===== src/rtl/rede_in_fifo.sv =====
// rtl/rede_in_fifo.sv - per-channel input FIFOs feeding the processor io_in bus through a one-hot read strobe
module rede_in_fifo #(
    parameter int NUBITS = 31,
    parameter int NUIOIN = 4,
    parameter int DEPTH  = 8
) (
    input  logic                                    clk,
    input  logic                                    rst,
    input  logic [NUIOIN*NUBITS-1:0]                in_data,
    input  logic [NUIOIN-1:0]                       in_valid,
    output logic [NUIOIN-1:0]                       in_ready,
    input  logic [NUIOIN-1:0]                       req_in,
    output logic signed [NUBITS-1:0]                io_in,
    output logic [NUIOIN-1:0]                       underflow,
    output logic                                    req_err,
    input  logic                                    clr_err,
    output logic [NUIOIN*($clog2(DEPTH)+1)-1:0]     level
);

    localparam int AW = $clog2(DEPTH);
    localparam int CW = AW + 1;

    logic [NUBITS-1:0] mem   [NUIOIN][DEPTH];
    logic [AW-1:0]     wptr  [NUIOIN];
    logic [AW-1:0]     rptr  [NUIOIN];
    logic [CW-1:0]     count [NUIOIN];
    logic [NUBITS-1:0] hold  [NUIOIN];

    logic              one_hot;
    logic              multi_hot;
    logic [NUIOIN-1:0] push;
    logic [NUIOIN-1:0] pop;
    logic [NUIOIN-1:0] empty_hit;

    // Classify the strobe: exactly one bit set selects a channel, more than one is an error
    always_comb begin
        one_hot   = (req_in != '0) && ((req_in & (req_in - NUIOIN'(1))) == '0);
        multi_hot = (req_in != '0) && !one_hot;
    end

    for (genvar k = 0; k < NUIOIN; k++) begin : g_chan
        assign in_ready[k]          = (count[k] != CW'(DEPTH));
        assign push[k]              = in_valid[k] && in_ready[k];
        // An empty channel never pops, even when a push lands in the same cycle
        assign pop[k]               = one_hot && req_in[k] && (count[k] != '0);
        assign empty_hit[k]         = one_hot && req_in[k] && (count[k] == '0);
        assign level[k*CW +: CW]    = count[k];
    end

    // Zero-latency read mux: head sample if present, otherwise the last popped sample
    always_comb begin
        io_in = '0;
        for (int k = 0; k < NUIOIN; k++) begin
            if (one_hot && req_in[k]) begin
                io_in = (count[k] != '0) ? mem[k][rptr[k]] : hold[k];
            end
        end
    end

    // Sample storage is written only on an accepted push; contents need no reset
    always_ff @(posedge clk) begin
        for (int k = 0; k < NUIOIN; k++) begin
            if (push[k]) begin
                mem[k][wptr[k]] <= in_data[k*NUBITS +: NUBITS];
            end
        end
    end

    // Pointers, occupancy and hold registers per channel
    always_ff @(posedge clk or negedge rst) begin
        if (!rst) begin
            for (int k = 0; k < NUIOIN; k++) begin
                wptr[k]  <= '0;
                rptr[k]  <= '0;
                count[k] <= '0;
                hold[k]  <= '0;
            end
        end else begin
            for (int k = 0; k < NUIOIN; k++) begin
                if (push[k]) begin
                    wptr[k] <= wptr[k] + AW'(1);
                end
                if (pop[k]) begin
                    rptr[k] <= rptr[k] + AW'(1);
                    hold[k] <= mem[k][rptr[k]];
                end
                if (push[k] && !pop[k]) begin
                    count[k] <= count[k] + CW'(1);
                end else if (pop[k] && !push[k]) begin
                    count[k] <= count[k] - CW'(1);
                end
            end
        end
    end

    // Sticky error flags; a new event in the same cycle as clr_err keeps the flag set
    always_ff @(posedge clk or negedge rst) begin
        if (!rst) begin
            underflow <= '0;
            req_err   <= 1'b0;
        end else begin
            underflow <= (clr_err ? '0 : underflow) | empty_hit;
            req_err   <= (clr_err ? 1'b0 : req_err) | multi_hot;
        end
    end

endmodule

===== config.mk =====
export PLATFORM = sky130hd
export DESIGN_NAME = rede_in_fifo
export DESIGN_NICKNAME = d
export VERILOG_FILES = /design/src/rtl/rede_in_fifo.sv
export SDC_FILE = /design/constraint.sdc
export NUM_CORES = 1
export LEC_CHECK = 0
export BUFFER_PORTS_ARGS = -buffer_cell sky130_fd_sc_hd__buf_2
export CAP_MARGIN = 20
export CORE_UTILIZATION = 30
export CTS_BUF_LIST = sky130_fd_sc_hd__clkbuf_16
export DETAILED_ROUTE_END_ITERATION = 10
export SLEW_MARGIN = 20
export SYNTH_ARGS = -nofsm -noshare
export SYNTH_HDL_FRONTEND = slang
export SYNTH_SLANG_ARGS = --single-unit

===== constraint.sdc =====
create_clock -name clk -period 8.6 [get_ports clk]
set_clock_uncertainty 0.15 [all_clocks]
set_input_delay 1.29 -clock clk [delete_from_list [all_inputs] [get_ports clk]]
set_output_delay 1.29 -clock clk [all_outputs]
set_load 0.02 [all_outputs]

==> impl_results.md <==
* First-pass GRT wire length at 169 mm
* Post-synthesis xor/xnor area fraction at 0.615%
* CTS tree: built
* Gr ovfl total at 0
* Area Growth Syn to Fin at 16.0%
* LEAKAGE at 18.3 nW
* Initial antenna violation count at 71
* Syn Nets at 2647
* CP peak stage delay at 0.95 ns
* CTS buffer count at 117
* Crit-path cells: buf_4 > mux4_2 > mux2i_1 > nor2_1 > nor4_1 > o21ai_1 > buf_2
* CTS clk-pin slew, worst paths at 0.06 ns
* Share of cells above drive strength 1 at 27.1%
* Mapped Cells at 2488
* Drt first pass iters at 5
* Post-synth EDFFs at 992
* # fillers at 14200
* Syn Area/Cell at 18.3 µm²
* IO Pins at 191
* Core Area at 0.150 mm²
* Max-slew violations at 0
* Die height at 392 µm
* ANT nets after route at 0
* Status: complete, no violations
* All-layer global routing usage at 15.3%
* FMAX at 166 MHz
* TNS Setup at 0 ns
* Most frequent cells in the layout: edfxtp_1 (992), buf_2 (189), mux4_2 (162)
* Die area at 0.153 mm²
* Clock sinks at 1161
* Main combinational cell family by area after synthesis: multiplexers
* Storage element area at 0.0340 mm²
* Slew Limit Headroom at 25.9%
* DR vias/cell at 4.93
* Adder-Cell Fraction of Synth Area at 0.747%
* Setup Crit Path Kind: reg2out
* Wire length per cell at 24.3 µm
* Hpwl dp at 75.5 mm
* Tcrit/Tclk final at 69.9%
* Final Setup Violations at 0
* Mapped cell area at 0.0456 mm²
* CTS hold repair buffers at 0
* Port buffer count at 190
* Flops & latches, synth at 1161
* Vias after detailed routing at 23900
* Row cnt at 142
* Synth Flop Type: edfxtp_1
* Die Wd at 392 µm
* Least-Margin Pin Slew at 1.10 ns
* Commonest non-fill, non-tap cell in the layout: edfxtp_1
* FFs w/ async S/R, synth at 14.6%
* Final min period at 6.01 ns
* Post-CTS Resized at 0
* Nets at 2874
* GP Congestion at 0.800
* Synth cell types at 48
* Largest net degree at the start of global routing at 75
* MaxCap Viol Count at 0
* Root Driver: clkbuf_16
* Nature of the critical path startpoint: flop
* Yosys warning count at 0
* Starting density of the core at 30.3%
* Slowest CP cell: dfrtp_4
* Max FO, Critical Path at 42
* RSZ-0062 raised after global routing: no
* Wirelength, routed at 118 mm
* Final Power at 17.3 mW
* Seq/Total Area, Yosys at 74.6%
* Iter 0 DRT Violations at 2516
* Max Buffers Root-to-Sink at 3
* Data required, critical path at 7.16 ns
* Post-synthesis compound-gate area fraction at 5.46%
* Bufs and invs on worst path at 2
* Crit end category: primary output
* Synth Area in Simple Gates at 3.87%
* Clk_lat worst skew at 0.72 ns
* Delay-heaviest family, CP: flip-flops
* Data arrival, critical path at 4.57 ns
* Power Density at 326 mW/mm²
* Post-CTS Setup Bufs at 0
* # DRC at 0
* Worst IR Drop VDD at 0.177 mV
* Multi-input gate area at 0.0111 mm²
* Vias in the first global route at 23500
* H-tree depth at 3
* Final Hold Viols at 0
* Multiplexer area fraction after synthesis at 13.1%
* Hold Crit Class: reg2reg
==> per-layer routing <==
metal / vias up / wire length (µm) / global-route usage, %
li1: 10400 / - / -
met1: 12300 / 49600 / 21.2
met2: 821 / 54100 / 23.7
met3: 236 / 11000 / 4.06
met4: 34 / 2850 / 3.70
met5: - / 208 / 0
==> worst register-to-register path: cells and delay by family, from the launching register on <==
kind / cells / cell delay, ns
compound gates: 2 / 0.34
fa+ha+maj: 2 / 0.59
xor+xnor: 2 / 0.28
buf+inv: 2 / 0.71
flops: 1 / 0.51
simple gates: 3 / 1.16
==> cells in the mapped netlist (17+ instances only) <==
library cell | instances | share of area [%]
mux4_2 | 162 | 8.0
a211oi_1 | 31 | 0.51
nand2_1 | 92 | 0.76
or4_1 | 32 | 0.53
a22oi_1 | 30 | 0.49
dfrtp_1 | 169 | 9.3
xnor2_1 | 25 | 0.48
clkbuf_1 | 82 | 0.68
ha_1 | 20 | 0.55
o21ai_0 | 126 | 1.4
a221o_1 | 31 | 0.68
nand2b_1 | 17 | 0.23
buf_2 | 40 | 0.44
edfxtp_1 | 992 | 65
nor2_1 | 90 | 0.74
mux2i_1 | 96 | 2.1
o22ai_1 | 55 | 0.75
nor2b_1 | 30 | 0.41
a21oi_1 | 36 | 0.40
mux2_2 | 119 | 2.9
nor3_1 | 60 | 0.66
a21o_1 | 69 | 1.1
==> cell type report <==
cell class                      count  share of cell area, %
Clock buffer                      118                   5.58
Antenna cell                       15                 0.0710
Sequential cell                  1161                   64.4
Inverter                            8                 0.0568
Multi-Input combinational cell   1172                   21.0
Clock inverter                    100                   1.42
Tap cell                         2016                   4.77
Timing Repair Buffer              255                   2.74
==> cells by family after synthesis <==
logic type	after synthesis
compound gates	384
xor+xnor	32
fa+ha+maj	25
buf+inv	155
flops	1161
mux	379
simple gates	352
==> per-stage QoR <==
stage                     util [%]  area, µm²  hold WS [ns]  setup WS, ns  std cells
after detailed placement      32.7      49100         0.308          2.73       4612
after CTS                     35.2      52800         0.321          2.35       4830
after floorplan                  -      45600         0.291          3.54       2488
after global routing          35.2      52800         0.344          2.32       4830
after global placement        32.7      49100         0.307          2.82       4612
final                         35.2      52900         0.319          2.59       4845
==> sequential cells by signal, summed over array words and instances (netlist names) <==
name	flops
rptr	12
underflow	4
level	16
hold	124
wptr	12
mem	992
req_err	1
==> report_power, final <==
group | switching (mW) | leakage (nW) | internal, mW | total (mW)
registers | 0.650 | 11.1 | 7.25 | 7.90
logic | 2.65 | 5.25 | 1.81 | 4.46
clock network | 2.14 | 1.93 | 2.76 | 4.90
==> worst paths after layout <==
kind                            from         to  slack, ns  depth (start not counted)
setup / recovery             rptr[7]  io_in[29]       2.59                          7
min in group asynchronous        rst   level[4]       0.43                          1
hold / removal              hold[91]   hold[91]       0.32                          1
hold reg to reg             hold[91]   hold[91]       0.32                          1
setup reg to reg           level[15]  level[15]       4.72                         11
max in group asynchronous        rst   rptr[11]       6.51                          2
No activity file was read; power rests on OpenSTA's default activity.
